**src/rtl/mem_arb_pkg.sv**
```systemverilog
// Shared definitions for the data-memory arbiter.
//   arb_state_t : arbiter FSM state encoding (3 bits)
//   grant_bits  : width of a grant index for a given number of consumers
package mem_arb_pkg;

    localparam int unsigned STATE_BITS = 3;

    typedef enum logic [STATE_BITS-1:0] {
        IDLE           = 3'd0,
        READ_WAITING   = 3'd1,
        WRITE_WAITING  = 3'd2,
        READ_RELAYING  = 3'd3,
        WRITE_RELAYING = 3'd4
    } arb_state_t;

    function automatic int unsigned grant_bits(input int unsigned n);
        return (n < 2) ? 1 : $clog2(n);
    endfunction

endpackage

```
**src/rtl/mem_arbiter_rr_picker.sv**
```systemverilog
// Combinational round-robin priority select.
// Ports:
//   req    : request vector, one bit per consumer
//   rr_ptr : last granted index; search starts at rr_ptr+1
//   found  : at least one request is pending
//   index  : first requesting consumer after rr_ptr (mod NUM_CONSUMERS)
module rr_picker
    import mem_arb_pkg::*;
#(
    parameter int unsigned NUM_CONSUMERS = 4,
    parameter int unsigned IDX_W         = grant_bits(NUM_CONSUMERS)
) (
    input  logic [NUM_CONSUMERS-1:0] req,
    input  logic [IDX_W-1:0]         rr_ptr,
    output logic                     found,
    output logic [IDX_W-1:0]         index
);

    int unsigned cand;

    always_comb begin
        found = 1'b0;
        index = '0;
        cand  = 0;
        for (int unsigned k = 1; k <= NUM_CONSUMERS; k++) begin
            cand = (32'(rr_ptr) + k) % NUM_CONSUMERS;
            if (!found && req[cand]) begin
                found = 1'b1;
                index = IDX_W'(cand);
            end
        end
    end

endmodule

```
**src/rtl/mem_arbiter.sv**
```systemverilog
// Round-robin arbiter sharing one data-memory read channel and one write
// channel among NUM_CONSUMERS LSUs, one transaction at a time, with a
// four-phase valid/ready handshake on both sides. All outputs registered.
// Ports:
//   clk, reset                      : clock, synchronous active-high reset
//   consumer_read_valid/address     : per-LSU read requests (packed)
//   consumer_read_ready/data        : per-LSU read completion (packed)
//   consumer_write_valid/address/data : per-LSU write requests (packed)
//   consumer_write_ready            : per-LSU write completion
//   mem_read_valid/address, mem_read_ready/data   : memory read channel
//   mem_write_valid/address/data, mem_write_ready : memory write channel
//   grant_count (MEM_ARB_PERF_EN only) : saturating count of completed grants
// Build option: define MEM_ARB_PERF_EN to add the grant_count output.
module mem_arbiter
    import mem_arb_pkg::*;
#(
    parameter int unsigned NUM_CONSUMERS = 4,
    parameter int unsigned ADDR_BITS     = 8,
    parameter int unsigned DATA_BITS     = 8
) (
    input  logic                                 clk,
    input  logic                                 reset,
`ifdef MEM_ARB_PERF_EN
    output logic [15:0]                          grant_count,
`endif
    input  logic [NUM_CONSUMERS-1:0]             consumer_read_valid,
    input  logic [NUM_CONSUMERS*ADDR_BITS-1:0]   consumer_read_address,
    output logic [NUM_CONSUMERS-1:0]             consumer_read_ready,
    output logic [NUM_CONSUMERS*DATA_BITS-1:0]   consumer_read_data,
    input  logic [NUM_CONSUMERS-1:0]             consumer_write_valid,
    input  logic [NUM_CONSUMERS*ADDR_BITS-1:0]   consumer_write_address,
    input  logic [NUM_CONSUMERS*DATA_BITS-1:0]   consumer_write_data,
    output logic [NUM_CONSUMERS-1:0]             consumer_write_ready,
    output logic                                 mem_read_valid,
    output logic [ADDR_BITS-1:0]                 mem_read_address,
    input  logic                                 mem_read_ready,
    input  logic [DATA_BITS-1:0]                 mem_read_data,
    output logic                                 mem_write_valid,
    output logic [ADDR_BITS-1:0]                 mem_write_address,
    output logic [DATA_BITS-1:0]                 mem_write_data,
    input  logic                                 mem_write_ready
);

    localparam int unsigned IDX_W = grant_bits(NUM_CONSUMERS);

    arb_state_t                         state_q, state_d;
    logic [IDX_W-1:0]                   rr_ptr_q, rr_ptr_d;
    logic [IDX_W-1:0]                   grant_q, grant_d;
    logic                               pick_found;
    logic [IDX_W-1:0]                   pick_idx;

    logic [NUM_CONSUMERS-1:0]           rd_ready_d, wr_ready_d;
    logic [NUM_CONSUMERS*DATA_BITS-1:0] rd_data_d;
    logic                               mrv_d, mwv_d;
    logic [ADDR_BITS-1:0]               mra_d, mwa_d;
    logic [DATA_BITS-1:0]               mwd_d;

    rr_picker #(
        .NUM_CONSUMERS(NUM_CONSUMERS),
        .IDX_W        (IDX_W)
    ) u_picker (
        .req   (consumer_read_valid | consumer_write_valid),
        .rr_ptr(rr_ptr_q),
        .found (pick_found),
        .index (pick_idx)
    );

    always_ff @(posedge clk) begin
        if (reset) begin
            state_q              <= IDLE;
            rr_ptr_q             <= IDX_W'(NUM_CONSUMERS - 1);
            grant_q              <= '0;
            consumer_read_ready  <= '0;
            consumer_read_data   <= '0;
            consumer_write_ready <= '0;
            mem_read_valid       <= 1'b0;
            mem_read_address     <= '0;
            mem_write_valid      <= 1'b0;
            mem_write_address    <= '0;
            mem_write_data       <= '0;
        end else begin
            state_q              <= state_d;
            rr_ptr_q             <= rr_ptr_d;
            grant_q              <= grant_d;
            consumer_read_ready  <= rd_ready_d;
            consumer_read_data   <= rd_data_d;
            consumer_write_ready <= wr_ready_d;
            mem_read_valid       <= mrv_d;
            mem_read_address     <= mra_d;
            mem_write_valid      <= mwv_d;
            mem_write_address    <= mwa_d;
            mem_write_data       <= mwd_d;
        end
    end

    always_comb begin
        state_d    = state_q;
        rr_ptr_d   = rr_ptr_q;
        grant_d    = grant_q;
        rd_ready_d = consumer_read_ready;
        rd_data_d  = consumer_read_data;
        wr_ready_d = consumer_write_ready;
        mrv_d      = mem_read_valid;
        mra_d      = mem_read_address;
        mwv_d      = mem_write_valid;
        mwa_d      = mem_write_address;
        mwd_d      = mem_write_data;

        case (state_q)
            IDLE: begin
                if (pick_found) begin
                    grant_d = pick_idx;
                    // A consumer with both requests pending is served read-first.
                    if (consumer_read_valid[pick_idx]) begin
                        mrv_d   = 1'b1;
                        mra_d   = consumer_read_address[pick_idx*ADDR_BITS +: ADDR_BITS];
                        state_d = READ_WAITING;
                    end else begin
                        mwv_d   = 1'b1;
                        mwa_d   = consumer_write_address[pick_idx*ADDR_BITS +: ADDR_BITS];
                        mwd_d   = consumer_write_data[pick_idx*DATA_BITS +: DATA_BITS];
                        state_d = WRITE_WAITING;
                    end
                end
            end
            READ_WAITING: begin
                if (mem_read_ready) begin
                    mrv_d                                   = 1'b0;
                    rd_data_d[grant_q*DATA_BITS +: DATA_BITS] = mem_read_data;
                    rd_ready_d[grant_q]                     = 1'b1;
                    state_d                                 = READ_RELAYING;
                end
            end
            WRITE_WAITING: begin
                if (mem_write_ready) begin
                    mwv_d               = 1'b0;
                    wr_ready_d[grant_q] = 1'b1;
                    state_d             = WRITE_RELAYING;
                end
            end
            READ_RELAYING: begin
                if (!consumer_read_valid[grant_q]) begin
                    rd_ready_d[grant_q]                     = 1'b0;
                    rd_data_d[grant_q*DATA_BITS +: DATA_BITS] = '0;
                    rr_ptr_d                                = grant_q;
                    state_d                                 = IDLE;
                end
            end
            WRITE_RELAYING: begin
                if (!consumer_write_valid[grant_q]) begin
                    wr_ready_d[grant_q] = 1'b0;
                    rr_ptr_d            = grant_q;
                    state_d             = IDLE;
                end
            end
            default: state_d = IDLE;
        endcase
    end

`ifdef MEM_ARB_PERF_EN
    logic release_grant;

    assign release_grant =
        (state_q == READ_RELAYING  && !consumer_read_valid[grant_q]) ||
        (state_q == WRITE_RELAYING && !consumer_write_valid[grant_q]);

    always_ff @(posedge clk) begin
        if (reset)
            grant_count <= '0;
        else if (release_grant && grant_count != 16'hFFFF)
            grant_count <= grant_count + 16'd1;
    end
`endif

endmodule
```
**config.mk**
```make
export PLATFORM = sky130hd
export DESIGN_NAME = mem_arbiter
export DESIGN_NICKNAME = d
export VERILOG_FILES = /design/src/rtl/mem_arb_pkg.sv /design/src/rtl/mem_arbiter_rr_picker.sv /design/src/rtl/mem_arbiter.sv
export SDC_FILE = /design/constraint.sdc
export NUM_CORES = 1
export LEC_CHECK = 0
export ABC_AREA = 1
export ABC_CLOCK_PERIOD_IN_PS = 2600
export CORE_MARGIN = 1
export CORE_UTILIZATION = 45
export DETAILED_ROUTE_END_ITERATION = 7
export DONT_BUFFER_PORTS = 1
export PLACE_DENSITY_LB_ADDON = 0.1
export SYNTH_ARGS = -nofsm -noshare
export SYNTH_HDL_FRONTEND = slang
export SYNTH_HIERARCHICAL = 1
export SYNTH_SLANG_ARGS = --single-unit
```
**constraint.sdc**
```tcl
create_clock -name clk -period 2.6 [get_ports clk]
set_input_delay 0.52 -clock clk [delete_from_list [all_inputs] [get_ports clk]]
set_output_delay 0.52 -clock clk [all_outputs]
set_load 0.02 [all_outputs]
```
==> impl_metrics.ini <==
[power]
leakagePower_nw = 2.01
power_per_cell_area_nw_per_um2 = 1330
peakVddDrop_mv = 0.565

[finish]
drive_above_1_share_pct = 9.38
fin_nets = 766
diodes = 0
syn_to_final_growth_pct = 7.28

[yosys]
synth.net_count = 784
synth-seq-area-share_pct = 34.2
syn_avg_cell_area_um2 = 6.45
synth_top_cell_by_area = dfxtp_1
yosys_warnings = 6
netlist_instances = 663
synth_top_family_by_area = simple AND/OR/NAND/NOR gates
synth_async_sr_flop_share_pct = 0
synthFlopType = dfxtp_1
yosysMostFrequentCell = nor2_1
netlist_top_cells_count = nor2_1 (176), nand2_1 (108), dfxtp_1 (73)
synth.top_cell.area_share_pct = 34.2
synth_area_leaders = dfxtp_1 (34%), nor2_1 (15%), nand2_1 (9.5%)
synth_xor_area_share_pct = 0
synth-compound-area-share_pct = 15.0
syn-cell-area_um2 = 4280
synth_edf_count = 0
synth_mux_area_share_pct = 1.87
synth-seq-cells = 73
synthSimpleGateAreaFrac_pct = 38.3
yosys.area_share.adder_pct = 1.46
yosysUniqueCellTypes = 31

[floorplan]
floorplan.io_pins = 182
start_util_pct = 46.3
die_area_um2 = 9900
coreArea_um2 = 9240
fp.dieH_um = 99.5
std_cell_rows = 35
fp.dieW_um = 99.5

[global_route]
met1_usage_pct = 30.6
grtUsageMet3_pct = 5.41
grtUsageMet2_pct = 40.2
grt_pass1_wl_mm = 18.5
grt_pass1_vias = 3744
grt_antenna_before_repair = 0
globalRouteTotalUtil_pct = 23.7
overflow = 0
grt_max_degree = 50
grt_busiest_layer = met2

[critical_path]
critPathKind = flip-flop to flip-flop
crit_fanout = 17
crit_required_ns = 2.83
crit_path_start_kind = flip-flop
setup.worst_path.end_class = flip-flop
arrival_ns = 2.54

[timing]
fin_crit_sh_pct = 88.7
final_hold_viol_count = 0
setup_violations = 0
rsz0062_at_grt = false
fin_ws_ns = 0.294
tightestPinTransition_ns = 0.663
fin_tns_setup_ns = 0
fin_crit_ns = 2.31
max_freq_mhz = 434
holdWs_ns = 0.235
drv_slew = 0
skew_ns = 0.0132
slew_headroom_pct = 55.7

[detailed_routing]
wirelength_mm = 11.8
ant_nets = 0
wl_per_cell_um = 15.2
drt_iter0_drc = 181
vias_per_cell = 5.34
drc_errors = 0
first_pass_iters = 5
num_vias = 4160

[clocking]
numCtsBuffers = 9
clkTransAtPathRegs_ns = 0.08
root_buffer = clkbuf_8
htreeDepth = 3
cts_sinks = 73
tritoncts = yes
clockBufferDepth = 2
clkLatencyLatePin_ns = 0.34
cts_setup_buffers = 0

[placed_design]
dp_slack_ns = 0.0394
dp_hpwl_mm = 9.04
portBuffers = 0
gp_congestion = 0.908

[run_status]
status = finished clean

[run]
cap_violations = 0

[worst_hold_path]
hold_path_class = input port to flip-flop
## worst paths after layout
path	startpoint	endpoint	slack, ns	cells after the start
setup reg to reg	rr_ptr_q[0]	mem_write_data[1]	0.29	17
hold reg to reg	rr_ptr_q[1]	rr_ptr_q[1]	0.54	2
setup / recovery	rr_ptr_q[0]	mem_write_data[1]	0.29	17
hold / removal	reset	flip-flop	0.23	1
## repair_timing
action / CTS / global route
setup endpoints to repair: 0 / 21
gates resized for setup: 0 / 3
endpoints found under the hold margin: 0 / 0
hold buffers: 0 / 0
## layout by cell type, fill, tap and decap left out, drive strengths merged
master	instances
buf	10
bufinv	1
mux2i	8
nand3	30
o32ai	16
o21a	1
a21oi	23
inv	50
nand4	16
nand3b	1
dfxtp	73
ha	5
clkinv	1
nand2	123
clkinvlp	1
nor3b	2
nor2	181
nor4	5
nor3	16
o21ai	66
o22ai	8
clkbuf	13
## metal layers
layer	share of wire, %	wire length [µm]
met1	44	5220
met2	48	5630
met3	6.6	777
met4	1.6	183
met5	0	0
## through the flow
step	instance area [µm²]	instances	power, mW	util, %
after global routing	4590	779	6.62	49.7
final	4590	779	6.11	49.7
after floorplan	4280	663	4.44	-
after global placement	4360	763	5.08	47.2
after CTS	4580	779	6.14	49.6
after detailed placement	4360	763	5.16	47.2
## layout make-up
type / count / area, µm²
clock buffers: 13 / 179
clock inverters: 3 / 46.3
fillers: 964 / 4650
inverters: 50 / 193
multi-input cells: 501 / 2430
flip-flops and latches: 73 / 1470
well taps: 129 / 161
repair buffers: 10 / 113
## critical path, stage by stage (launching register included)
cell and delay, ns:
dfxtp_4 0.43, inv_6 0.07, nand2_2 0.06, nand2_1 0.06
nand2_1 0.09, nand2_2 0.07, nor2_4 0.13, nand4_1 0.11
nand3_2 0.15, inv_2 0.06, nand2_1 0.06, nand3_1 0.06
nand2_1 0.11, nand2_1 0.12, nor2_4 0.22, inv_2 0.18
nor2_1 0.15, nor2_1 0.05
## power by group
| part | total, mW | leakage, nW | internal (mW) | switching, mW |
|---|---|---|---|---|
| Sequential | 1.92 | 0.596 | 1.41 | 0.510 |
| Clock | 0.979 | 0.112 | 0.550 | 0.428 |
| Combinational | 3.22 | 1.30 | 1.13 | 2.09 |
| Total | 6.11 | 2.01 | 3.09 | 3.03 |
## cells by family after synthesis
family                   Yosys count
AND/OR/NAND/NOR                  374
AO/OA/AOI/OAI                    114
buffers and inverters             89
flip-flops                        73
multiplexers                       8
adder cells (fa/ha/maj)            5
Power figures use the tool's default switching activity.
